### src/rtl/tinyqv_mem_arbiter_pkg.sv
// Shared types for the TinyQV memory arbiter: size codes and arbiter state encoding.
// Pure definitions, no logic; sizes follow the CPU read_n/write_n encoding.
package tinyqv_mem_arbiter_pkg;

   localparam logic [1:0] SIZE_8    = 2'b00;
   localparam logic [1:0] SIZE_16   = 2'b01;
   localparam logic [1:0] SIZE_32   = 2'b10;
   localparam logic [1:0] SIZE_NONE = 2'b11;

   typedef enum logic [1:0] {
      ST_IDLE  = 2'd0,
      ST_FETCH = 2'd1,
      ST_STOP  = 2'd2,
      ST_DATA  = 2'd3
   } arb_state_t;

   localparam int unsigned BEAT_CNT_BITS = 4;

endpackage

### src/rtl/tinyqv_read_assembler.sv
// Builds a load result from 16b beats (low half first), zero-extending 8/16b loads.
// Word and last are combinational with the final beat; no backpressure, beats are always taken.
module tinyqv_read_assembler
   import tinyqv_mem_arbiter_pkg::*;
(
   input  logic        clk,
   input  logic        rst,
   input  logic        clear,
   input  logic        beat,
   input  logic [15:0] rdata,
   input  logic [1:0]  size,
   output logic        last,
   output logic [31:0] word
);

   logic [15:0] low_q;
   logic        hi_q;

   always_ff @(posedge clk) begin
      if (rst || clear) begin
         low_q <= '0;
         hi_q  <= 1'b0;
      end else if (beat) begin
         low_q <= rdata;
         hi_q  <= 1'b1;
      end
   end

   always_comb begin
      word = '0;
      case (size)
         SIZE_32: word = {rdata, low_q};
         SIZE_16: word = {16'h0000, rdata};
         default: word = {24'h000000, rdata[7:0]};
      endcase
      last = beat && ((size != SIZE_32) || hi_q);
   end

endmodule

### src/rtl/tinyqv_mem_arbiter.sv
// Arbitrates the QSPI controller port between instruction fetch streams and data accesses (data first).
// Fetch beats pass through with zero latency; loads/stores acknowledge one cycle after completion.
module tinyqv_mem_arbiter
   import tinyqv_mem_arbiter_pkg::*;
#(
   parameter int unsigned ADDR_BITS       = 25,
   parameter int unsigned FETCH_MIN_BEATS = 2
) (
   input  logic                 clk,
   input  logic                 rst,
   input  logic [23:1]          instr_addr,
   input  logic                 instr_fetch_restart,
   input  logic                 instr_fetch_stall,
   output logic                 instr_fetch_started,
   output logic                 instr_fetch_stopped,
   output logic [15:0]          instr_data_out,
   output logic                 instr_ready,
   input  logic [ADDR_BITS-1:0] data_addr,
   input  logic [1:0]           data_write_n,
   input  logic [1:0]           data_read_n,
   input  logic                 data_continue,
   input  logic [31:0]          data_wdata,
   output logic                 data_ready,
   output logic [31:0]          data_rdata,
   output logic                 mem_start,
   output logic                 mem_stream,
   output logic                 mem_write,
   output logic [1:0]           mem_size,
   output logic                 mem_continue,
   output logic [ADDR_BITS-1:0] mem_addr,
   output logic [31:0]          mem_wdata,
   output logic                 mem_stop,
   input  logic                 mem_busy,
   input  logic                 mem_beat,
   input  logic [15:0]          mem_rdata,
   input  logic                 mem_done
);

   arb_state_t               state, state_n;
   logic [BEAT_CNT_BITS-1:0] beat_cnt;
   logic                     ack_hold;
   logic                     data_req;
   logic                     issue_data, issue_fetch, do_stop, rd_capture, wr_finish;
   logic                     asm_beat, asm_last;
   logic [31:0]              asm_word;

   // ack_hold masks the CPU request for the one cycle it still shows after data_ready.
   assign data_req = ((data_read_n != SIZE_NONE) || (data_write_n != SIZE_NONE)) && !ack_hold;

   assign instr_ready         = (state == ST_FETCH) && mem_beat;
   assign instr_data_out      = instr_ready ? mem_rdata : 16'h0000;
   assign instr_fetch_stopped = (state == ST_STOP) && !mem_busy;
   assign asm_beat            = (state == ST_DATA) && !mem_write && !data_ready && mem_beat;

   tinyqv_read_assembler u_asm (
      .clk   (clk),
      .rst   (rst),
      .clear (issue_data),
      .beat  (asm_beat),
      .rdata (mem_rdata),
      .size  (mem_size),
      .last  (asm_last),
      .word  (asm_word)
   );

   always_ff @(posedge clk) begin
      if (rst) state <= ST_IDLE;
      else     state <= state_n;
   end

   always_comb begin
      state_n     = state;
      issue_data  = 1'b0;
      issue_fetch = 1'b0;
      do_stop     = 1'b0;
      rd_capture  = 1'b0;
      wr_finish   = 1'b0;
      case (state)
         ST_IDLE: begin
            if (data_req && !mem_busy) begin
               issue_data = 1'b1;
               state_n    = ST_DATA;
            end else if (instr_fetch_restart && !instr_fetch_stall && !mem_busy) begin
               issue_fetch = 1'b1;
               state_n     = ST_FETCH;
            end
         end
         ST_FETCH: begin
            if (instr_fetch_stall || !instr_fetch_restart ||
                (data_req && (32'(beat_cnt) >= FETCH_MIN_BEATS))) begin
               do_stop = 1'b1;
               state_n = ST_STOP;
            end
         end
         ST_STOP: begin
            if (!mem_busy) state_n = ST_IDLE;
         end
         ST_DATA: begin
            if (data_ready)                   state_n    = ST_IDLE;
            else if (!mem_write && asm_last)  rd_capture = 1'b1;
            else if (mem_write && mem_done)   wr_finish  = 1'b1;
         end
         default: state_n = ST_IDLE;
      endcase
   end

   always_ff @(posedge clk) begin
      if (rst) begin
         mem_start           <= 1'b0;
         mem_stream          <= 1'b0;
         mem_write           <= 1'b0;
         mem_size            <= 2'b00;
         mem_continue        <= 1'b0;
         mem_addr            <= '0;
         mem_wdata           <= '0;
         mem_stop            <= 1'b0;
         instr_fetch_started <= 1'b0;
         data_ready          <= 1'b0;
         data_rdata          <= '0;
         ack_hold            <= 1'b0;
         beat_cnt            <= '0;
      end else begin
         mem_start           <= issue_data || issue_fetch;
         mem_stop            <= do_stop;
         instr_fetch_started <= issue_fetch;
         data_ready          <= rd_capture || wr_finish;
         ack_hold            <= data_ready;
         if (issue_data) begin
            mem_stream   <= 1'b0;
            mem_write    <= (data_write_n != SIZE_NONE);
            mem_size     <= (data_write_n != SIZE_NONE) ? data_write_n : data_read_n;
            mem_continue <= data_continue;
            mem_addr     <= data_addr;
            mem_wdata    <= data_wdata;
         end else if (issue_fetch) begin
            mem_stream   <= 1'b1;
            mem_write    <= 1'b0;
            mem_size     <= SIZE_16;
            mem_continue <= 1'b0;
            mem_addr     <= ADDR_BITS'({instr_addr, 1'b0});
         end
         if (rd_capture) data_rdata <= asm_word;
         if (issue_fetch)
            beat_cnt <= '0;
         else if ((state == ST_FETCH) && mem_beat && (beat_cnt != '1))
            beat_cnt <= beat_cnt + 1'b1;
      end
   end

endmodule
### config.mk
export PLATFORM = sky130hd
export DESIGN_NAME = tinyqv_mem_arbiter
export DESIGN_NICKNAME = d
export VERILOG_FILES = /design/src/rtl/tinyqv_mem_arbiter_pkg.sv /design/src/rtl/tinyqv_read_assembler.sv /design/src/rtl/tinyqv_mem_arbiter.sv
export SDC_FILE = /design/constraint.sdc
export NUM_CORES = 1
export LEC_CHECK = 0
export BUFFER_PORTS_ARGS = -buffer_cell sky130_fd_sc_hd__buf_2
export CORE_ASPECT_RATIO = 1.4
export CORE_UTILIZATION = 50
export DETAILED_ROUTE_END_ITERATION = 10
export PLACE_DENSITY = 0.85
export SLEW_MARGIN = 20
export SYNTH_ARGS = -nofsm -noshare
export SYNTH_HDL_FRONTEND = slang
export SYNTH_SLANG_ARGS = --single-unit
export TNS_END_PERCENT = 50
### constraint.sdc
create_clock -name clk -period 5.8 [get_ports clk]
set_clock_uncertainty 0.15 [all_clocks]
set_input_delay 1.74 -clock clk [delete_from_list [all_inputs] [get_ports clk]]
set_output_delay 1.74 -clock clk [all_outputs]
set_load 0.02 [all_outputs]
# ---- Word-level counts from Yosys, hierarchy flattened
# Index checks and enable logic that the tools add are counted.
# Widths: inputs -> output; s select.
dict set report word_totals {
  output_inout_bits 116
  reg_bits 122
}
dict set report op_classes {
  magnitude_cmp 1
  muxes 29
  reduce_logical 33
  bitwise 1
  add_sub_neg 1
  eq_ne 13
}
# operator count
set op_table {}
lappend op_table {{$pmux 32 s2} 1}
lappend op_table {{$mux 25} 2}
lappend op_table {{$mux 1} 16}
lappend op_table {{$mux 16} 1}
lappend op_table {{$mux 2} 8}
lappend op_table {{$logic_and 1x1->1} 14}
lappend op_table {{$ne 2x2->1 const B} 5}
lappend op_table {{$pmux 2 s4} 1}
lappend op_table {{$logic_or 1x1->1} 7}
lappend op_table {{$eq 2x2->1 const B} 3}
lappend op_table {{$logic_not 1->1} 6}
lappend op_table {{$reduce_or 2->1} 3}
lappend op_table {{$add 4x1->4 const B} 1}
lappend op_table {{$eq 2x1->1 const B} 2}
lappend op_table {{$ge 4x2->1 const B} 1}
lappend op_table {{$ne 4x4->1 const B} 1}
lappend op_table {{$reduce_and 4->1} 1}
lappend op_table {{$ne 3x3->1 const B} 1}
lappend op_table {{$logic_not 2->1} 1}
lappend op_table {{$ne 2x1->1 const B} 1}
lappend op_table {{$reduce_bool 2->1} 1}
lappend op_table {{$not 1->1} 1}

# ---- Logic depth before layout (Yosys ltp)
# Gate-level depths: netlist (run 1).
dict set report logic_depth {
  depth_word 10
  mapped_depth 9
}

# ---- Cells and area by module
# Synthesis (run 1) repeated with hierarchy kept, for this count alone.
dict set report hier_totals {
  cells_unflattened 573
  hier_area_um2 5003.5
}
# module cells_each n_inst area_each_um2 seq_area_each_um2
set by_module_without_submodules {}
lappend by_module_without_submodules {tinyqv_mem_arbiter 463 1 4028.9 2102.0}
lappend by_module_without_submodules {tinyqv_read_assembler 110 1 974.7 340.3}

# ---- Worst setup path before layout (run 1)
# Ideal clock, no wire load.
dict set report synth_path {
  kind {in2out}
  from {in mem_beat}
  to {out instr_data_out[10]}
  path_buffers 1
  path_slack_ns 1.327
  path_stages 3
  t_arrival_ns 2.583
  path_cell_list {and3b_1 clkbuf_1 and2_1}
}
dict set report synth_via {
  elab_chain_len 2
}
# item line_no
set synth_rtl {}
lappend synth_rtl {{start: declaration} tinyqv_mem_arbiter.sv:34} ;# input logic mem_beat,
lappend synth_rtl {{$logic_and 1x1->1} tinyqv_mem_arbiter.sv:50} ;# assign instr_ready = (state == ST_FETCH) && mem_beat;
lappend synth_rtl {{named net instr_ready} tinyqv_mem_arbiter.sv:17} ;# output logic instr_ready,
lappend synth_rtl {{$mux 16} tinyqv_mem_arbiter.sv:51} ;# assign instr_data_out = instr_ready ? mem_rdata : 16'h0000;
lappend synth_rtl {{end: declaration} tinyqv_mem_arbiter.sv:16} ;# output logic [15:0] instr_data_out,
# The timed path passes the listed nets, and every way through them passes these cells.

# ---- Worst setup path after layout (run 1)
dict set report layout_path {
  from {in mem_beat}
  to {out instr_data_out[12]}
}
dict set report layout_via {
  elab_chain_len 2
}
# item line_no
set layout_rtl {}
lappend layout_rtl {{$logic_and 1x1->1} tinyqv_mem_arbiter.sv:50}
lappend layout_rtl {{$mux 16} tinyqv_mem_arbiter.sv:51}
# No other way between the ends.

==> impl_results.md, run 1 <==
* Status: completed
* CP Max Fanout at 22
* Yosys top cell by area: dfxtp_1
* Top FF cell, synth: dfxtp_1
* First-pass DRT Iterations at 8
* Peak Freq at 214.1 MHz
* Largest net degree at the start of global routing at 44
* Worst r2r path cells at 6
* Layout cells sized above 1 at 35.49%
* Area of the multi-input gates at 2175 um2
* Area growth syn-to-layout at 35.20%
* Most common cell in the netlist: dfxtp_1
* Min Clock Period, post-route at 4.672 ns
* Hold buffers post-CTS at 0
* Worst Path Arrival at 2.78 ns
* Dpl cell area at 5928 um2
* Post-synth top cells: dfxtp_1, nand2_1, a21oi_1
* Synth cell types at 42
* Slew headroom at 33.58%
* CP Class: primary input to primary output
* Number of port buffers at 223
* Cell count after synthesis at 541
* Finished Cell Area at 6550 um2
* Grt ovf at 0
* Site row count at 42
* CTS buffer count at 17
* Final GP Congestion at 0.7927
* Reg2Reg Launch Point: mem_size[0]$_SDFFE_PP0P_
* Fin. max-slew vios at 0
* CTS tree: done
* Root Buffer: clkbuf_16
* CP Data Required Time at 3.91 ns
* DR WL/cell at 15.00 um
* Die Height at 118.5 um
* Async SR Flop Fraction at 0%
* #FFs+latches synth at 122
* Core area at 9459 um2
* Post-CTS setup buffers at 0
* Post-synth design cell area at 4845 um2
* YS warnings at 0
* Hold crit path type: register to register
* Initial antenna violation count at 0
* Post_cts resized at 0
* Synth top area share at 50.41%
* Half-perimeter wire length after placement at 9311 um
* Iter 0 DRT Violations at 239
* Register area share after synthesis at 50.41%
* First-pass GRT wire length at 20690 um
* Max clock buf depth at 2
* Clk pin slew, worst setup/hold paths at 0.06 ns
* PwrDens at 344.0 nW/um2
* Synth top area cells: dfxtp_1, nand2_1, a21oi_1
* DRC errors left at 0
* VDD IR max at 237.6 uV
* Fill cell count at 745
* Hold EP: data_rdata[29]$_SDFFE_PP0P_
* Post-synthesis area per instance at 8.955 um2
* Max Cap Viol at 0
* Clock sink count at 122
* Least-Margin Pin Slew at 0.9963 ns
* Die Wd at 85.19 um
* Kind of end point of the critical path: primary output
* DRT antenna net count at 0
* Worst-Skew Late Latency at 0.40 ns
* Initial core utilization at 51.22%
* Die area at 10090 um2
* Number of global-route vias before repair at 4574
* Reg2Reg Setup Slack at 3.48 ns
* Period utilization at 80.55%
* # diodes at 0
* Final setup vio count at 0
* DR vias/cell at 5.477
* Synth Net Count at 653
* Hold path start: data_rdata[29]$_SDFFE_PP0P_
* Final net count at 857
* Final WL at 13020 um
* Worst Hold Depth at 2
* All-Layer GR Usage at 26.07%
* Register area at 2442 um2
* Routed via count at 4754
* CTS H-tree lvls at 4
* Unrepaired setup endpoints after global routing: false
* Startpoint types: primary input
* FF-to-FF End: data_rdata[29]$_SDFFE_PP0P_
* Setup TNS at 0 ns
* Io pins at 224
* Leak Pwr at 2.990 nW
* Final hold violation count at 0
* EDFF count, synth at 0
## kinds of logic after synthesis
group,Yosys count,share of synthesized area (%)
simple gates,231,23.17
flops,122,50.41
compound gates,117,16.92
buf+inv,49,4.752
mux,17,3.538
fa+ha+maj,4,1.033
xor+xnor,1,0.1808
## metrics by stage
| stage | setup slack [ns] | hold WS (ns) | instances | utilization, % | power, W |
|---|---|---|---|---|---|
| 2_1_floorplan | 1.327 | 0.2813 | 541 | - | 0.001086 |
| 3_3_place_gp | 1.198 | 0.2868 | 836 | 62.67 | 0.001180 |
| 3_5_place_dp | 1.133 | 0.2919 | 836 | 62.67 | 0.001189 |
| 4_1_cts | 1.125 | 0.2999 | 868 | 69.22 | 0.002276 |
| 5_1_grt | 1.056 | 0.3143 | 868 | 69.25 | 0.002339 |
| 6_report | 1.128 | 0.2958 | 868 | 69.25 | 0.002253 |
## sequential cells by signal, indices dropped and copies added, names as in the netlist, 2 cells and up
name         flops
state            2
mem_addr        25
beat_cnt         4
mem_wdata       32
mem_size         2
u_asm.low_q     16
data_rdata      32
## cells in the final DEF (no fill, tap or decap), types with 2 or more instances in the layout
master,count
a221oi_1,10
inv_6,2
nand2_1,93
a221o_1,23
a22oi_1,12
a211oi_1,2
ha_1,4
nor3b_1,2
nand2b_1,3
clkbuf_16,17
o21ai_0,2
a31oi_1,3
dfxtp_1,122
nand3_1,18
clkinv_2,2
buf_2,223
and3b_1,2
mux2i_1,16
clkbuf_8,2
nor3_1,8
clkinvlp_4,3
a21oi_1,60
inv_1,6
and2_1,41
nor2b_1,5
bufinv_16,3
buf_4,5
or3_1,9
nor2_1,39
clkinv_4,3
and3_1,3
## area by class of cell
| class | instances | area share, % |
|---|---|---|
| flip-flops and latches | 122 | 37.29 |
| clock buffers | 19 | 6.915 |
| multi-input cells | 370 | 33.20 |
| well taps | 110 | 2.101 |
| repair buffers | 228 | 17.61 |
| inverters | 6 | 0.3438 |
| clock inverters | 13 | 2.541 |
## worst max-delay path by stage
stage,slack (ns),start,depth (start not counted),to
2_1_floorplan,1.33,mem_beat,3,instr_data_out[10]
3_3_place_gp,1.20,mem_beat,4,instr_data_out[3]
3_5_place_dp,1.13,mem_beat,4,instr_data_out[12]
4_1_cts,1.12,mem_beat,4,instr_data_out[12]
5_1_grt,1.06,mem_beat,4,instr_data_out[11]
6_report,1.13,mem_beat,4,instr_data_out[12]
## critical path: stages
cell and delay, ns:
buf_2 0.09, and3b_1 0.57, and2_1 0.22, buf_2 0.16
## where the power goes
group	total (W)	switching, W	internal [W]
clock	0.00108	0.000380	0.000700
sequential	0.000903	0.0000243	0.000878
combinational	0.000270	0.000169	0.000101
## layer usage
metal	share of wire, %	GRT usage [%]	vias to the layer above
li1	-	-	2284
met1	37	26.92	2208
met2	52	47.03	239
met3	9.1	9.288	23
met4	1.9	10.59	0
met5	0	0	-
No activity file was read; power rests on OpenSTA's default activity.
==> inputs of run 2 (changes only) <==
Settings changed: ABC_AREA from default to 1, CORE_UTILIZATION 50 to 43, PLACE_DENSITY 0.85 to 0.76.
Clock period 5.8 ns to 4 ns, I/O delays scaled along.
==> run 2 against run 1 <==
Combinational power rose by 110%; count of clock-buffer cells in the layout fell by 1; total power rose by 56%; sequential share of layout area fell by 2.5 points; first-iteration DRC count rose by 14%; via count rose by 19%; register-to-register slack got worse by 1.9 ns; highest routed layer unchanged; hold slack improved by 0.010 ns; wire length rose by 23%; critical endpoint is now instr_data_out[2].
==> impl_results.md, run 2 <==
* Status: completed
* Clk pin slew, worst setup/hold paths at 0.05 ns
* Pre-CTS setup slack at 0.5251 ns
* All-Layer GR Usage at 25.54%
* Root Buffer: clkbuf_16
* Slew headroom at 42.38%
* Site row count at 47
* Max clock buf depth at 2
* DRC errors left at 0
* # diodes at 0
* Synth Net Count at 852
* Synth top area share at 46.86%
* Final net count at 1055
* Most frequent cells in the layout: buf_2, nand2_1, nand3_1
* First-pass GRT wire length at 25010 um
* Iter 0 DRT Violations at 272
* Least-Margin Pin Slew at 0.8590 ns
* Final worst slack at 0.4908 ns
* Worst Path Arrival at 2.16 ns
* Worst-Skew Late Latency at 0.40 ns
* Setup TNS at 0 ns
* Area of the multi-input gates at 2395 um2
* Top FF cell, synth: dfxtp_1
* CP Data Required Time at 2.65 ns
* Worst Setup EP: instr_data_out[2]
* DR WL/cell at 14.53 um
* Clock sink count at 122
* Leak Pwr at 3.430 nW
* Half-perimeter wire length after placement at 10890 um
* Reg2Reg Launch Point: state[0]$_SDFFE_PP0P_
* Synth cell types at 26
* Fill cell count at 1131
* CTS H-tree lvls at 4
* Min Clock Period, post-route at 3.509 ns
* PwrDens at 501.8 nW/um2
* Grt ovf at 0
* Final setup vio count at 0
* Fin. max-slew vios at 0
* CTS tree: done
* CP Class: primary input to primary output
* #FFs+latches synth at 122
* Initial antenna violation count at 0
* Synth top area cells: dfxtp_1, nand2_1, nand3_1
* DRT antenna net count at 0
* Routed via count at 5640
* Largest net degree at the start of global routing at 62
* DR vias/cell at 5.118
* Post-synth top cells: nand2_1, nand3_1, dfxtp_1
* EDFF count, synth at 0
* VDD IR max at 310.7 uV
* Yosys top cell by area: dfxtp_1
* Async SR Flop Fraction at 0%
* Hold crit path type: register to register
* Layout cells sized above 1 at 28.59%
* Initial core utilization at 44.10%
* Number of port buffers at 223
* Most common cell in the netlist: nand2_1
* Post-synthesis area per instance at 7.044 um2
* Post_cts resized at 0
* Period utilization at 87.73%
* YS warnings at 0
* Startpoint types: primary input
* Worst r2r path cells at 5
* Post-CTS setup buffers at 0
* Post-synth design cell area at 5212 um2
* Die Wd at 95.05 um
* Largest regs: data_rdata x32, mem_wdata x32, mem_addr x25
* Register area share after synthesis at 46.86%
* Area growth syn-to-layout at 34.69%
* Critical path origin: mem_beat
* FF-to-FF End: mem_addr[19]$_SDFFE_PP0P_
* First-pass DRT Iterations at 7
* Util after Layout at 59.39%
* Final WL at 16010 um
* Number of global-route vias before repair at 5105
* Io pins at 224
* Unrepaired setup endpoints after global routing: false
* CTS buffer count at 17
* Final hold violation count at 0
* Die Height at 132.3 um
* Final GP Congestion at 0.8030
* CP Max Fanout at 16
* Hold buffers post-CTS at 0
* Peak Freq at 285.0 MHz
* Core area at 11820 um2
* Cell count after synthesis at 740
* Max Cap Viol at 0
* Register area at 2442 um2
* Kind of end point of the critical path: primary output
* Reg2Reg Setup Slack at 1.59 ns
* Most common cell after layout, fill and taps aside: buf_2
* Die area at 12570 um2
-- run 2: cell count changes in the layout (fill, tap and decap cells not counted), sizes merged, moves of 23 or more --
cell	change
nand2	+128
and2	-42
inv	+34
a221o	-23
a21oi	+34
nand3	+106
-- run 2: worst max-delay path, stage by stage --
cell,delay [ns]
buf_2,0.07
inv_1,0.07
nor2_2,0.23
inv_1,0.26
nor2_1,0.15
buf_2,0.18
-- run 2: routing by layer --
metal | track usage, % | share of wire (%) | up-vias
met5 | 0 | 0 | -
met4 | 9.680 | 1.9 | 0
met3 | 7.036 | 7.6 | 28
met2 | 43.13 | 51 | 244
met1 | 30.25 | 39 | 2542
li1 | - | - | 2826
-- run 2: power by group --
part	internal [W]	switching [W]	leakage, nW
clock	0.00106	0.000574	0.299
sequential	0.00128	0.0000366	0.992
combinational	0.000180	0.000388	2.14
-- run 2: worst min path at each step --
stage                                      startpoint  cells past startpoint                          end  slack [ns]
after detailed placement   data_rdata[0]$_SDFFE_PP0P_                      2   data_rdata[0]$_SDFFE_PP0P_        0.30
after floorplan               u_asm.hi_q$_SDFFE_PP0N_                      2      u_asm.hi_q$_SDFFE_PP0N_        0.28
after global routing      data_rdata[20]$_SDFFE_PP0P_                      2  data_rdata[20]$_SDFFE_PP0P_        0.32
final                      data_rdata[0]$_SDFFE_PP0P_                      2   data_rdata[0]$_SDFFE_PP0P_        0.31
after global placement        mem_stream$_SDFFE_PP0P_                      2      mem_stream$_SDFFE_PP0P_        0.29
after CTS                  data_rdata[0]$_SDFFE_PP0P_                      2   data_rdata[0]$_SDFFE_PP0P_        0.31
-- run 2: area by class of cell --
type	count	share of cell area, %
Timing Repair Buffer	234	17.25
Sequential cell	122	34.79
Clock inverter	13	2.727
Tap cell	147	2.620
Multi-Input combinational cell	526	34.11
Inverter	42	2.246
Clock buffer	18	6.256
-- run 2: cells by family (layout without fill, tap and decap cells) --
family / count (synthesis) / in the layout / synth area share [%]
fa+ha+maj: 4 / 4 / 0.9602
compound gates: 114 / 114 / 11.07
buf+inv: 92 / 307 / 7.345
flops: 122 / 122 / 46.86
xor+xnor: 2 / 2 / 0.3361
simple gates: 406 / 406 / 33.44
-- run 2: stage by stage --
step           area [um2]  hold WS [ns]  total power, W  std cells
2_1_floorplan        5213        0.2813        0.001700        740
3_3_place_gp         6387        0.2895        0.001908       1071
3_5_place_dp         6390        0.2991        0.001912       1071
4_1_cts              7020        0.3075        0.003550       1102
5_1_grt              7020        0.3203        0.003672       1102
6_report             7020        0.3061        0.003523       1102
==> inputs of run 3 (changes only) <==
Settings changed: MAX_ROUTING_LAYER from default to met4.
==> run 3 against run 2 <==
Cell count stayed put; sequential share of layout area stayed put; non-clock buffer count stayed put; die area stayed put; first-iteration DRC count is 19% higher; design area stayed put; combinational power hardly changed; hold slack hardly changed; critical path depth stayed put; clock power hardly changed; total power hardly changed; sequential power hardly changed; critical path type unchanged.
==> impl_results.md, run 3 (synthesis gave the netlist of run 2 again) <==
* Max Cap Viol at 0
* Largest net degree at the start of global routing at 62
* Worst r2r path cells at 5
* Slew headroom at 42.70%
* Largest regs: data_rdata x32, mem_wdata x32, mem_addr x25
* Initial antenna violation count at 0
* Number of port buffers at 223
* Hold crit path type: register to register
* Fill cell count at 1131
* # diodes at 0
* CTS tree: done
* Final setup vio count at 0
* Max clock buf depth at 2
* Unrepaired setup endpoints after global routing: false
* Pre-CTS setup slack at 0.5251 ns
* DR vias/cell at 5.126
* Number of global-route vias before repair at 5108
* Min Clock Period, post-route at 3.486 ns
* First-pass DRT Iterations at 5
* Final net count at 1055
* Worst hold margin at 0.3062 ns
* Iter 0 DRT Violations at 324
* Die Height at 132.3 um
* Fin. max-slew vios at 0
* CP Data Required Time at 2.65 ns
* PwrDens at 502.2 nW/um2
* Final WL at 15900 um
* Initial core utilization at 44.10%
* Final hold violation count at 0
* First-pass GRT wire length at 24970 um
* Worst-Skew Late Latency at 0.41 ns
* Grt ovf at 0
* Peak Freq at 286.9 MHz
* Die Wd at 95.05 um
* Post-CTS setup buffers at 0
* Die area at 12570 um2
* Most common cell after layout, fill and taps aside: buf_2
* CTS buffer count at 17
* DRC errors left at 0
* Hold buffers post-CTS at 0
* Startpoint types: primary input
* CTS H-tree lvls at 4
* CP Class: primary input to primary output
* Half-perimeter wire length after placement at 10890 um
* CP Max Fanout at 16
* Routed via count at 5649
* Period utilization at 87.15%
* All-Layer GR Usage at 26.38%
* Worst Hold Depth at 2
* Util after Layout at 59.39%
* Post_cts resized at 0
* Least-Margin Pin Slew at 0.8542 ns
* Worst Path Arrival at 2.14 ns
* Leak Pwr at 3.430 nW
* Final worst slack at 0.5141 ns
* DR WL/cell at 14.43 um
* Site row count at 47
* Root Buffer: clkbuf_16
* Area growth syn-to-layout at 34.69%
* Layout cells sized above 1 at 28.59%
* Most frequent cells in the layout: buf_2, nand2_1, nand3_1
* Io pins at 224
* Clk pin slew, worst setup/hold paths at 0.05 ns
* Non-Filler Instances at 1102
* VDD IR max at 310.0 uV
* Placed Cells at 1071
* Final GP Congestion at 0.8147
* Setup TNS at 0 ns
* Clock sink count at 122
* Status: completed
* Core area at 11820 um2
* Kind of end point of the critical path: primary output
* DRT antenna net count at 0
run 3: critical path, stage by stage:
cell and delay, ns:
buf_2 0.07, inv_1 0.07, nor2_2 0.22, inv_1 0.25
nor2_1 0.15, buf_2 0.18
run 3: cell type report:
type                    count  area, um2  area share, %
clock buffers              18      439.2          6.256
clock inverters            13      191.4          2.727
inverters                  42      157.7          2.246
multi-input cells         526       2395          34.11
flip-flops and latches    122       2442          34.79
well taps                 147      183.9          2.620
repair buffers            234       1211          17.25
run 3: worst paths after layout:
path | from | to | slack (ns)
setup reg to reg | state[0]$_SDFFE_PP0P_ | mem_addr[10]$_SDFFE_PP0P_ | 1.60
setup / recovery | mem_beat | instr_data_out[2] | 0.51
hold / removal | data_rdata[0]$_SDFFE_PP0P_ | data_rdata[0]$_SDFFE_PP0P_ | 0.31
hold reg to reg | data_rdata[0]$_SDFFE_PP0P_ | data_rdata[0]$_SDFFE_PP0P_ | 0.31
run 3: where the power goes:
group / leakage (nW) / switching [W] / internal [W]
clock network: 0.299 / 0.000578 / 0.00106
logic: 2.14 / 0.000387 / 0.000180
registers: 0.992 / 0.0000361 / 0.00128
total: 3.43 / 0.00100 / 0.00252
run 3: routing by layer:
metal | wire length [um] | up-vias | global-route usage, %
met3 | 1108 | 32 | 4.152
li1 | - | 2824 | -
met5 | 0 | - | -
met4 | 377 | 0 | 12.21
met1 | 6275 | 2533 | 31.19
met2 | 8137 | 260 | 43.21
run 3: per-stage QoR:
step	total power [W]	cell area (um2)
floorplan	0.001700	5213
global placement	0.001908	6387
detailed placement	0.001912	6390
CTS	0.003550	7020
global route	0.003669	7020
finish	0.003526	7020
